`config.mk`:
```
export PLATFORM = sky130hd
export DESIGN_NAME = lsu_mem_responder
export DESIGN_NICKNAME = d
export VERILOG_FILES = /design/src/rtl/lsu_mem_responder.sv
export SDC_FILE = /design/constraint.sdc
export NUM_CORES = 1
export LEC_CHECK = 0
export BUFFER_PORTS_ARGS = -buffer_cell sky130_fd_sc_hd__buf_2
export CORE_AREA = 2 2 173 175
export CTS_CLUSTER_SIZE = 30
export DETAILED_ROUTE_END_ITERATION = 10
export DIE_AREA = 0 0 175 177
export PLACE_DENSITY_LB_ADDON = 0.12
export SLEW_MARGIN = 20
export SYNTH_ARGS = -nofsm -noshare
export SYNTH_HDL_FRONTEND = slang
export SYNTH_SLANG_ARGS = --single-unit
```
`constraint.sdc`:
```
create_clock -name clock -period 2.15 [get_ports clock]
set_input_delay 0.215 -clock clock [delete_from_list [all_inputs] [get_ports clock]]
set_output_delay 0.215 -clock clock [all_outputs]
set_load 0.05 [all_outputs]
```
`src/rtl/lsu_mem_responder.sv`:
```
// LSU load/store memory responder: one request in flight, round-robin tie
// arbitration, fixed-wait access to a single-port synchronous SRAM.
module lsu_mem_responder #(
    parameter int LATENCY = 2,
    parameter int INDEX_W = 19,
    parameter int DATA_W  = 64
) (
    input  logic               clock,
    input  logic               reset_n,
    input  logic               opload_index_valid,
    input  logic [INDEX_W-1:0] opload_index,
    output logic               opload_index_ready,
    output logic [DATA_W-1:0]  opload_read_data,
    output logic               opload_operation_done,
    input  logic               opstore_index_valid,
    input  logic [INDEX_W-1:0] opstore_index,
    input  logic [DATA_W-1:0]  opstore_write_data,
    input  logic [DATA_W-1:0]  opstore_write_mask,
    output logic               opstore_index_ready,
    output logic               opstore_operation_done,
    output logic               sram_en,
    output logic               sram_we,
    output logic [INDEX_W-1:0] sram_addr,
    output logic [DATA_W-1:0]  sram_wdata,
    output logic [DATA_W-1:0]  sram_wmask,
    input  logic [DATA_W-1:0]  sram_rdata
);
    typedef enum logic [1:0] {IDLE, BUSY, ACCESS, RESP} state_e;
    localparam logic [3:0] CNT_INIT = 4'(LATENCY - 1);

    state_e             state_q, state_d;
    logic [3:0]         cnt_q, cnt_d;
    logic               is_store_q, is_store_d;
    logic               last_st_q, last_st_d;
    logic [INDEX_W-1:0] idx_q, idx_d;
    logic [DATA_W-1:0]  wdata_q, wdata_d;
    logic [DATA_W-1:0]  wmask_q, wmask_d;
    logic [DATA_W-1:0]  rdata_q, rdata_d;
    logic               ld_done_q, ld_done_d;
    logic               st_done_q, st_done_d;
    logic               ld_grant, st_grant;

    // On a tie the channel that did not win last time gets the grant.
    always_comb begin
        ld_grant = 1'b0;
        st_grant = 1'b0;
        if (reset_n && state_q == IDLE) begin
            if (opload_index_valid && opstore_index_valid) begin
                ld_grant = last_st_q;
                st_grant = !last_st_q;
            end else begin
                ld_grant = opload_index_valid;
                st_grant = opstore_index_valid;
            end
        end
    end

    always_comb begin
        state_d    = state_q;
        cnt_d      = cnt_q;
        is_store_d = is_store_q;
        last_st_d  = last_st_q;
        idx_d      = idx_q;
        wdata_d    = wdata_q;
        wmask_d    = wmask_q;
        rdata_d    = rdata_q;
        ld_done_d  = 1'b0;
        st_done_d  = 1'b0;
        case (state_q)
            IDLE: begin
                if (ld_grant || st_grant) begin
                    state_d    = BUSY;
                    cnt_d      = CNT_INIT;
                    is_store_d = st_grant;
                    last_st_d  = st_grant;
                    idx_d      = st_grant ? opstore_index : opload_index;
                    if (st_grant) begin
                        wdata_d = opstore_write_data;
                        wmask_d = opstore_write_mask;
                    end
                end
            end
            BUSY: begin
                if (cnt_q == 4'd0) state_d = ACCESS;
                else               cnt_d   = cnt_q - 4'd1;
            end
            ACCESS: state_d = RESP;
            RESP: begin
                state_d   = IDLE;
                ld_done_d = !is_store_q;
                st_done_d = is_store_q;
                if (!is_store_q) rdata_d = sram_rdata;
            end
            default: state_d = IDLE;
        endcase
    end

    always_ff @(posedge clock) begin
        if (!reset_n) begin
            state_q    <= IDLE;
            cnt_q      <= '0;
            is_store_q <= 1'b0;
            last_st_q  <= 1'b1;
            idx_q      <= '0;
            wdata_q    <= '0;
            wmask_q    <= '0;
            rdata_q    <= '0;
            ld_done_q  <= 1'b0;
            st_done_q  <= 1'b0;
        end else begin
            state_q    <= state_d;
            cnt_q      <= cnt_d;
            is_store_q <= is_store_d;
            last_st_q  <= last_st_d;
            idx_q      <= idx_d;
            wdata_q    <= wdata_d;
            wmask_q    <= wmask_d;
            rdata_q    <= rdata_d;
            ld_done_q  <= ld_done_d;
            st_done_q  <= st_done_d;
        end
    end

    // SRAM bus is driven only during ACCESS and reads as zero otherwise.
    assign sram_en    = (state_q == ACCESS);
    assign sram_we    = sram_en && is_store_q;
    assign sram_addr  = sram_en ? idx_q   : '0;
    assign sram_wdata = sram_en ? wdata_q : '0;
    assign sram_wmask = sram_en ? wmask_q : '0;

    assign opload_index_ready     = ld_grant;
    assign opstore_index_ready    = st_grant;
    assign opload_read_data       = rdata_q;
    assign opload_operation_done  = ld_done_q;
    assign opstore_operation_done = st_done_q;
endmodule

```
==> results.json, run 1 <==
{
  "via_per_inst": 4.810,
  "max_clock_freq_ghz": 0.4719,
  "gr-usage-all-layers": 0.2136,
  "syn-mean-instance-area_um2": 7.805,
  "min-delay-path-class": "in2reg",
  "max_cap_violations": 0,
  "syn_area_mm2": 0.009288,
  "grt_met2_usage": 0.3567,
  "ys_top_cells_by_area": "sky130_fd_sc_hd__dfxtp_1 (48%), sky130_fd_sc_hd__nand2_1 (11%), sky130_fd_sc_hd__and2_1 (10%)",
  "synth.top_cell.area_share": 0.4764,
  "drive_above_1_share": 0.2999,
  "use_met1": 0.2699,
  "drc": 0,
  "ws_path_type": "reg2out",
  "synthMostInstantiatedCell": "sky130_fd_sc_hd__nand2_1",
  "synth_cell_types": 34,
  "grt_max_degree": 101,
  "average_wire_per_standard_cell_um": 16.47,
  "filler_cell_count": 2789,
  "power_share_of_the_clock_group": 0.330,
  "grtUsageMet3": 0.03887,
  "hold_ws_ps": 59.54,
  "max_stage_delay_ps": 340,
  "cts_root_buf": "sky130_fd_sc_hd__clkbuf_16",
  "top_ports": 451,
  "h_tree_lvl_count": 1,
  "die_footprint_mm2": 0.03098,
  "io_buffer_count": 450,
  "setup_violations": 0,
  "total_power_density_per_cell_area_mw_per_mm2": 916.9,
  "grt_ovf": 0,
  "gp_routability_congestion": 0.7874,
  "synth_seq_cells": 221,
  "final_design_area_no_fill_mm2": 0.01542,
  "synth_enable_flop_cells": 0,
  "finalHoldViolations": 0,
  "timing.critical_path.max_delay_family": "buffers and inverters",
  "critical_path.slowest_cell": "sky130_fd_sc_hd__dfxtp_2",
  "num_rows": 63,
  "period_share": 0.9856,
  "totalWireLength_um": 36420,
  "largest_family_of_logic_cells_by_synthesized_area": "simple AND/OR/NAND/NOR gates",
  "drt_iter0_markers": 596,
  "num_vias": 10640,
  "power.sequential.fraction": 0.353,
  "cp-start-kind": "flip-flop",
  "switching_power_uw": 4903,
  "fin_setup_tns_ps": 0,
  "antenna_violating_nets_post_route": 0,
  "r2r_setup_slack_ps": 210,
  "synth_seq_area_share": 0.4764,
  "comb_power_share": 0.317,
  "synth_flop_type": "sky130_fd_sc_hd__dfxtp_1",
  "asyncSetResetFlopFracSynth": 0,
  "post_synth_mux_area_share": 0.002155,
  "clk_transition_reported_paths_ps": 60,
  "worstPathRequired_ps": 1930,
  "syn2layout_area_growth_pct": 66.00,
  "final_max_slew_viol_count": 0,
  "cts_tree": "built",
  "cts_made_buffers": 27,
  "worst-slew-pin-transition_ps": 615.3,
  "top_usage_layer": "met2",
  "max-vdd-ir-drop_mv": 0.4849,
  "critical_path.cell_chain": "inv_2 > ha_4 > buf_12 > buf_12 > and2_1 > buf_6",
  "period_needed_ps": 2119,
  "post_synth_and_or_nand_nor_area_fraction": 0.3100,
  "core_area_mm2": 0.02924,
  "start_util": 0.3176,
  "critPathBufInv": 4,
  "synth.top_cells.by_count": "sky130_fd_sc_hd__nand2_1 (265), sky130_fd_sc_hd__dfxtp_1 (221), sky130_fd_sc_hd__and2_1 (148), sky130_fd_sc_hd__nand3_1 (148), sky130_fd_sc_hd__o21ai_0 (121)",
  "first_pass_grt_wire_length_um": 54200,
  "area_after_detailed_placement_mm2": 0.01190,
  "path_common_cell": "sky130_fd_sc_hd__buf_12",
  "clk_path_buf_depth": 3,
  "drt_pre_antenna_iters": 5,
  "yosysWarningCount": 0,
  "cts_sinks": 221,
  "slew_headroom": 0.5879,
  "post_synth_xor_area_fraction": 0,
  "synth_nets": 1431,
  "nNetsFinal": 2038,
  "yosys.area_share.adder": 0.009430,
  "syn_inst": 1190,
  "worstSetupEndpointType": "primary output",
  "status": "complete, no violations",
  "switching_share": 0.3468,
  "synth-compound-area-share": 0.1476,
  "clock-skew-final_ps": 7.725,
  "post-synth-top-area-cell": "sky130_fd_sc_hd__dfxtp_1",
  "floorplan.die.width_um": 175,
  "leakagePower_uw": 0.006729,
  "number_of_global_route_vias_before_repair": 10260,
  "clock_network_latency_to_the_later_pin_of_the_worst_skew_pair_ps": 530,
  "cellInternalPower_uw": 9234,
  "number_of_antenna_violations_at_the_first_check_in_global_routing": 5,
  "path_max_fanout": 28,
  "die_height_um": 177,
  "critPathArrivalTime_ps": 1900,
  "place.detailed.hpwl_um": 22490
}
## flip-flops by register name, indices dropped and copies added, names as in the netlist
signal / count
cnt_q: 4
idx_q: 19
is_store_q: 1
last_st_q: 1
opload_operation_done: 1
opload_read_data: 64
opstore_operation_done: 1
state_q: 2
wdata_q: 64
wmask_q: 64
## repair_timing
action                                 4_1_cts  5_1_grt
endpoints found under the hold margin      210        0
buffers inserted                             2        2
cloned                                       0        3
setup endpoints to repair                  140      135
resized for setup                           73       75
hold buffers                               210        0
## worst paths after layout
path                                     start                           endpoint  depth (start not counted)
max reg2reg            state_q[1]$_SDFFE_PN0P_           wmask_q[61]$_SDFFE_PN0P_                          7
max                    state_q[0]$_SDFFE_PN0P_                     sram_wdata[19]                          6
min reg2reg  opload_read_data[23]$_SDFFE_PN0P_  opload_read_data[23]$_SDFFE_PN0P_                          2
min                          opstore_index[16]             idx_q[16]$_SDFFE_PN0P_                          3
## through the flow
step / setup WS [ps] / instances / util / power (uW)
floorplan: 14.95 / 1190 / - / 7589
global placement: 385.3 / 1941 / 0.4070 / 8793
detailed placement: 338.7 / 1941 / 0.4070 / 8794
CTS: 0.08082 / 2202 / 0.5171 / 13920
global route: -9.736 / 2211 / 0.5272 / 14870
finish: 30.89 / 2211 / 0.5272 / 14140
## placed cells by master (no fill, tap or decap), drive strengths merged
| cell | synthesis | layout |
|---|---|---|
| a2111o | 1 | 1 |
| o32ai | 1 | 1 |
| a21oi | 83 | 83 |
| diode | 0 | 4 |
| nand2 | 265 | 265 |
| clkinvlp | 0 | 1 |
| and2 | 149 | 149 |
| o21ai | 130 | 130 |
| or4b | 1 | 1 |
| inv | 5 | 7 |
| nor3b | 1 | 1 |
| nor2 | 4 | 4 |
| dfxtp | 221 | 221 |
| nor2b | 2 | 2 |
| clkbuf | 81 | 96 |
| a22oi | 4 | 4 |
| buf | 32 | 425 |
| a211oi | 1 | 1 |
| nand4 | 19 | 19 |
| or4 | 1 | 1 |
| and3 | 2 | 2 |
| clkinv | 1 | 4 |
| nand2b | 4 | 4 |
| ha | 7 | 7 |
| nand3 | 148 | 148 |
| a221o | 1 | 1 |
| a2bb2oi | 20 | 20 |
| mux2i | 2 | 2 |
| o2bb2ai | 1 | 1 |
| dlygate4sd3 | 0 | 210 |
| bufinv | 0 | 3 |
| o22ai | 2 | 2 |
| o211ai | 1 | 1 |
## area by class of cell
class	count	area, um^2	area share
timing repair buffer	691	5150	0.3340
sequential	221	4425	0.2870
multi-input combinational	850	4410	0.2861
clock buffer	40	784.5	0.05088
tap	390	488.0	0.03165
clock inverter	9	126.4	0.008197
inverter	6	22.52	0.001461
antenna	4	10.01	0.0006492
## kinds of logic (layout without fill, tap and decap cells)
logic type      after synthesis  in the layout
mux                           2              2
fa+ha+maj                     7              7
other cells                   0              4
buf+inv                     119            746
flops                       221            221
compound gates              245            245
simple gates                596            596
## power by group through the flow
stage	Sequential, uW	Clock, uW	Combinational, uW
finish	4990	4670	4480
global route	5070	4960	4840
CTS	4980	4780	4160
detailed placement	5060	0	3730
global placement	5060	0	3730
floorplan	5280	0	2310
## worst reg2reg max path, cell delays in order (launching register included)
cell	delay (ps)
sky130_fd_sc_hd__dfxtp_1	360
sky130_fd_sc_hd__inv_1	150
sky130_fd_sc_hd__ha_4	190
sky130_fd_sc_hd__and3_4	230
sky130_fd_sc_hd__and2_4	160
sky130_fd_sc_hd__buf_4	240
sky130_fd_sc_hd__buf_12	300
sky130_fd_sc_hd__o21ai_0	190
## per-layer routing
metal  share of wire  wire (um)
met1            0.42      15270
met4           0.039       1438
met3           0.067       2446
met5         0.00036         13
met2            0.47      17240
Power figures use the tool's default switching activity.
==> run 2: changes to the inputs <==
==> config.mk (replaced) <==
export PLATFORM = sky130hd
export DESIGN_NAME = lsu_mem_responder
export DESIGN_NICKNAME = d
export VERILOG_FILES = /design/src/rtl/lsu_mem_responder.sv
export SDC_FILE = /design/constraint.sdc
export NUM_CORES = 1
export LEC_CHECK = 0
export CORE_AREA = 2 2 175 177
export CTS_CLUSTER_SIZE = 30
export DETAILED_ROUTE_END_ITERATION = 10
export DIE_AREA = 0 0 177 179
export DONT_BUFFER_PORTS = 1
export PLACE_DENSITY_LB_ADDON = 0.12
export SLEW_MARGIN = 20
export SYNTH_ARGS = -nofsm -noshare
export SYNTH_HDL_FRONTEND = slang
export SYNTH_SLANG_ARGS = --single-unit
export TNS_END_PERCENT = 50
==> results.json, run 2 (synthesis results as in run 1) <==
{
  "status": "complete, no violations",
  "number_of_global_route_vias_before_repair": 9668,
  "cts_tree": "built",
  "h_tree_lvl_count": 1,
  "die_height_um": 179,
  "start_util": 0.3093,
  "cellInternalPower_uw": 9119,
  "worstSetupEndpointType": "primary output",
  "period_share": 0.9730,
  "timing.final.ws_setup_ps": 58.00,
  "max_clock_freq_ghz": 0.4780,
  "setup_violations": 0,
  "num_vias": 9785,
  "clock-skew-final_ps": 17.92,
  "final_common_cell": "sky130_fd_sc_hd__nand2_1",
  "critPathArrivalTime_ps": 1880,
  "io_buffer_count": 0,
  "totalWireLength_um": 36980,
  "ws_path_type": "reg2out",
  "gp_routability_congestion": 0.8006,
  "drive_above_1_share": 0.1617,
  "clock_network_latency_to_the_later_pin_of_the_worst_skew_pair_ps": 550,
  "worst_r2r_path_depth": 7,
  "switching_share": 0.3498,
  "grt_max_degree": 107,
  "leakagePower_uw": 0.005808,
  "power_share_of_the_clock_group": 0.315,
  "final_util": 0.5131,
  "num_rows": 64,
  "switching_power_uw": 4906,
  "most-common-layout-cells": "sky130_fd_sc_hd__nand2_1 (264), sky130_fd_sc_hd__dlygate4sd3_1 (257), sky130_fd_sc_hd__dfxtp_1 (220)",
  "period_needed_ps": 2092,
  "path_max_fanout": 25,
  "nNetsFinal": 1789,
  "power.sequential.fraction": 0.378,
  "comb_power_share": 0.306,
  "rsz0062_at_grt": "true",
  "antenna_violating_nets_post_route": 0,
  "worst-slew-pin-transition_ps": 666.2,
  "drt_iter0_markers": 509,
  "first_pass_grt_wire_length_um": 54400,
  "cp-start-kind": "flip-flop",
  "clk_transition_reported_paths_ps": 60,
  "via_per_inst": 4.972,
  "finalHoldViolations": 0,
  "fin_setup_tns_ps": 0,
  "average_wire_per_standard_cell_um": 18.79,
  "cts_root_buf": "sky130_fd_sc_hd__clkbuf_16",
  "total_power_density_per_cell_area_mw_per_mm2": 910.2,
  "min-delay-path-class": "in2reg",
  "syn2layout_area_growth_pct": 65.90,
  "grt_ovf": 0,
  "drt_pre_antenna_iters": 5,
  "cts_sinks": 221,
  "core_area_mm2": 0.03003,
  "final_max_slew_viol_count": 0,
  "floorplan.die.width_um": 177,
  "worstPathRequired_ps": 1930,
  "clk_path_buf_depth": 3,
  "die_footprint_mm2": 0.03168,
  "top_ports": 451,
  "place_worst_setup_slack_ps": 267.7,
  "number_of_antenna_violations_at_the_first_check_in_global_routing": 7,
  "slew_headroom": 0.5544,
  "place.detailed.hpwl_um": 22870,
  "hold-path-cell-count": 3,
  "gr-usage-all-layers": 0.2163,
  "cts_made_buffers": 26,
  "max-vdd-ir-drop_mv": 0.5761,
  "drc": 0,
  "max_cap_violations": 0
}
run 2: changes by cell type in the layout (fill, tap and decap cells not counted), moves of 2 or more:
cell                            previous run  this run
sky130_fd_sc_hd__buf_8                     0         3
sky130_fd_sc_hd__dlygate4sd3_1           210       257
sky130_fd_sc_hd__buf_12                   13        86
sky130_fd_sc_hd__and2_1                  148       144
sky130_fd_sc_hd__buf_16                    0         2
sky130_fd_sc_hd__and2_4                    1         4
sky130_fd_sc_hd__clkbuf_1                  7         4
sky130_fd_sc_hd__clkinv_2                  4         6
sky130_fd_sc_hd__diode_2                   4         7
sky130_fd_sc_hd__buf_4                    81        86
sky130_fd_sc_hd__buf_6                     8         6
sky130_fd_sc_hd__clkbuf_16                30        28
sky130_fd_sc_hd__clkbuf_4                 53         0
sky130_fd_sc_hd__buf_2                   323         0
run 2: path summary, 6_finish.rpt:
path | start | endpoint | slack (ps)
worst max-delay path | state_q[1]$_SDFFE_PN0P_ | sram_addr[13] | 60
worst min-delay path | opload_index[10] | idx_q[10]$_SDFFE_PN0P_ | 20
worst min register to register | wmask_q[13]$_SDFFE_PN0P_ | wmask_q[13]$_SDFFE_PN0P_ | 450
worst max register to register | state_q[0]$_SDFFE_PN0P_ | wdata_q[33]$_SDFFE_PN0P_ | 190
run 2: cell type report:
| type | instances | area [um^2] |
|---|---|---|
| diodes | 7 | 17.52 |
| clock buffers | 35 | 734.5 |
| clock inverters | 10 | 113.9 |
| fillers | 2815 | 14620 |
| inverters | 6 | 22.52 |
| multi-input cells | 850 | 4409 |
| flip-flops and latches | 221 | 4425 |
| well taps | 396 | 495.5 |
| repair buffers | 443 | 5190 |
run 2: per-stage QoR:
stage / total power, uW / cell area [um^2] / hold slack, ps / instances
CTS: 13890 / 15230 / 0.4250 / 1954
floorplan: 7589 / 9288 / 345.4 / 1190
global route: 14740 / 15400 / 36.31 / 1965
finish: 14020 / 15410 / 23.39 / 1968
detailed placement: 8860 / 11720 / 354.2 / 1649
global placement: 8831 / 11720 / 346.9 / 1649
run 2: power by group through the flow:
stage	clock network, uW	registers, uW	logic, uW
3_3_place_gp	0	5370	3460
5_1_grt	4720	5380	4650
6_report	4420	5310	4300
2_1_floorplan	0	5280	2310
4_1_cts	4560	5300	4040
3_5_place_dp	0	5380	3480
run 2: worst max-delay path, stage by stage (launching register included):
cell	delay, ps
sky130_fd_sc_hd__dfxtp_1	310
sky130_fd_sc_hd__buf_4	150
sky130_fd_sc_hd__ha_4	190
sky130_fd_sc_hd__buf_12	130
sky130_fd_sc_hd__buf_8	150
sky130_fd_sc_hd__and2_2	250
sky130_fd_sc_hd__buf_12	160
run 2: routing by layer:
layer | GRT usage | part of all wire | vias to the layer above
met5 | 0 | 0.00030 | -
met4 | 0.06818 | 0.026 | 2
met3 | 0.06934 | 0.086 | 69
met2 | 0.3638 | 0.48 | 380
met1 | 0.2620 | 0.40 | 4635
li1 | - | - | 4699
run 2: timing repair:
item / 4_1_cts / 5_1_grt
buffers inserted: 1 / 3
pin swaps: 0 / 1
resized for setup: 6 / 13
endpoints found under the hold margin: 219 / 0
cloned: 1 / 4
hold buffers: 258 / 0
endpoints found under the setup margin: 35 / 92
==> run 3: changes to the inputs <==
--- a/config.mk
+++ b/config.mk
@@ -10,7 +10,7 @@
 export DETAILED_ROUTE_END_ITERATION = 10
 export DIE_AREA = 0 0 177 179
 export DONT_BUFFER_PORTS = 1
-export PLACE_DENSITY_LB_ADDON = 0.12
+export PLACE_DENSITY_LB_ADDON = 0.15
 export SLEW_MARGIN = 20
 export SYNTH_ARGS = -nofsm -noshare
 export SYNTH_HDL_FRONTEND = slang
==> constraint.sdc (replaced) <==
create_clock -name clock -period 2.15 [get_ports clock]
set_input_delay 0.1075 -clock clock [delete_from_list [all_inputs] [get_ports clock]]
set_output_delay 0.1075 -clock clock [all_outputs]
set_load 0.05 [all_outputs]
==> results.json, run 3 (synthesis results as in run 1) <==
{
  "regToRegEndpoint": "idx_q[16]$_SDFFE_PN0P_",
  "rsz0062_at_grt": "true",
  "cp-start-kind": "flip-flop",
  "clk_transition_reported_paths_ps": 60,
  "power_share_of_the_clock_group": 0.312,
  "total_power_density_per_cell_area_mw_per_mm2": 949.4,
  "cts_sinks": 221,
  "drc": 0,
  "hold-path-cell-count": 3,
  "h_tree_lvl_count": 1,
  "max-vdd-ir-drop_mv": 0.5120,
  "die_height_um": 179,
  "max_clock_freq_ghz": 0.4540,
  "setup_violations": 37,
  "cts_made_buffers": 26,
  "place_worst_setup_slack_ps": 258.3,
  "clock_network_latency_to_the_later_pin_of_the_worst_skew_pair_ps": 530,
  "ws_path_type": "reg2out",
  "worst_r2r_path_depth": 8,
  "worst-slew-pin-transition_ps": 847.0,
  "r2r-start": "state_q[0]$_SDFFE_PN0P_",
  "final_util": 0.5075,
  "timing.final.ws_setup_ps": -52.53,
  "path_max_fanout": 11,
  "gr-usage-all-layers": 0.2177,
  "timing.hold.worst_endpoint": "wdata_q[58]$_SDFFE_PN0P_",
  "num_vias": 9940,
  "number_of_global_route_vias_before_repair": 9771,
  "hold_start": "reset_n",
  "drive_above_1_share": 0.1902,
  "switching_power_uw": 5053,
  "final_common_cell": "sky130_fd_sc_hd__dlygate4sd3_1",
  "die_footprint_mm2": 0.03168,
  "first_pass_grt_wire_length_um": 54770,
  "min-delay-path-class": "in2reg",
  "r2r_setup_slack_ps": 20,
  "filler_cell_count": 2782,
  "top_ports": 451,
  "cellInternalPower_uw": 9415,
  "core_area_mm2": 0.03003,
  "worstSetupEndpointType": "primary output",
  "post-layout-total-power_uw": 14470,
  "period_share": 1.024,
  "start_util": 0.3093,
  "syn2layout_area_growth_pct": 64.07,
  "most-common-layout-cells": "sky130_fd_sc_hd__dlygate4sd3_1 (279), sky130_fd_sc_hd__nand2_1 (264), sky130_fd_sc_hd__dfxtp_1 (219)",
  "average_wire_per_standard_cell_um": 19.17,
  "clk_path_buf_depth": 3,
  "final_max_slew_viol_count": 0,
  "power.sequential.fraction": 0.370,
  "critPathArrivalTime_ps": 2100,
  "critical_path.cell_chain": "inv_4 > ha_4 > buf_12 > buf_16 > and2_1 > buf_6",
  "finalHoldViolations": 0,
  "grt_ovf": 0,
  "antenna_violating_nets_post_route": 0,
  "switching_share": 0.3492,
  "slew_headroom": 0.4335,
  "worstPathRequired_ps": 2040,
  "nNetsFinal": 1801,
  "grt_max_degree": 115,
  "max_stage_delay_ps": 410,
  "leakagePower_uw": 0.005838,
  "num_rows": 64,
  "violations": "setup timing",
  "drt_pre_antenna_iters": 5,
  "place.detailed.hpwl_um": 21890,
  "multi_input_comb_area_mm2": 0.004561,
  "max_cap_violations": 0,
  "ff_latch_area_mm2": 0.004429,
  "clock-skew-final_ps": 8.966,
  "cts_tree": "built",
  "dpl.cell_count": 1624,
  "floorplan.die.width_um": 177,
  "via_per_inst": 5.023,
  "totalWireLength_um": 37940,
  "drt_iter0_markers": 585,
  "number_of_antenna_violations_at_the_first_check_in_global_routing": 8,
  "comb_power_share": 0.318,
  "io_buffer_count": 0,
  "layoutNonFillerInstCount": 1979,
  "cts_root_buf": "sky130_fd_sc_hd__clkbuf_16",
  "gp_routability_congestion": 0.7716,
  "period_needed_ps": 2203,
  "status": "complete, but fails checks",
  "critical_path.slowest_cell": "sky130_fd_sc_hd__ha_4"
}
run 3: cell types whose count changed in the layout (fill, tap and decap cells not counted), sizes merged:
cell | previous run | this run
and2 | 149 | 150
dlygate4sd3 | 257 | 279
buf | 183 | 172
clkinv | 7 | 4
diode | 7 | 6
clkbuf | 37 | 40
run 3: layout make-up:
cell class / count / area share
repair buffers: 454 / 0.3175
multi-input cells: 851 / 0.2993
flip-flops and latches: 221 / 0.2907
clock buffers: 38 / 0.05165
well taps: 396 / 0.03251
clock inverters: 7 / 0.005748
inverters: 6 / 0.001642
diodes: 6 / 0.0009853
run 3: how the worst max path moves through the flow:
stage	start	endpoint	depth (start not counted)
2_1_floorplan	state_q[0]$_SDFFE_PN0P_	sram_wdata[16]	5
3_3_place_gp	state_q[0]$_SDFFE_PN0P_	sram_addr[17]	5
3_5_place_dp	state_q[0]$_SDFFE_PN0P_	sram_addr[17]	5
4_1_cts	state_q[0]$_SDFFE_PN0P_	sram_addr[12]	6
5_1_grt	state_q[0]$_SDFFE_PN0P_	sram_wmask[43]	6
6_report	state_q[0]$_SDFFE_PN0P_	sram_wmask[43]	6
run 3: routing by layer:
metal | track usage | up-vias | routed length (um) | share of wire
li1 | - | 4722 | - | -
met1 | 0.2591 | 4751 | 15060 | 0.40
met2 | 0.3732 | 392 | 18720 | 0.49
met3 | 0.06467 | 71 | 3187 | 0.084
met4 | 0.07404 | 4 | 959 | 0.025
met5 | 0 | - | 17 | 0.00045
run 3: critical path, delay by kind of cell (launching register included):
family        cells  cell delay, ps
buf+inv           4             630
simple gates      1             160
fa+ha+maj         1             410
flops             1             350
run 3: metrics by stage:
| stage | instance area, um^2 | hold WS, ps | setup TNS [ps] |
|---|---|---|---|
| final | 15240 | 76.28 | -830.2 |
| after global routing | 15240 | 56.03 | -4448 |
| after CTS | 14810 | 20.20 | -1655 |
| after detailed placement | 10570 | 246.3 | 0 |
| after global placement | 10570 | 240.2 | 0 |
| after floorplan | 9288 | 237.9 | 0 |
run 3: what timing repair did:
item,in CTS,in global routing
setup buffers,8,7
cloned,6,3
pin swaps,18,40
resized for setup,123,92
setup endpoints to repair,137,93
hold buffers,280,0
hold endpoints to repair,220,0
run 3: power groups by stage:
stage	clock [uW]	sequential, uW	combinational [uW]
finish	4520	5350	4600
CTS	4630	5330	4300
global route	4810	5410	4930
floorplan	0	5280	2310
global placement	0	5390	3130
detailed placement	0	5400	3140
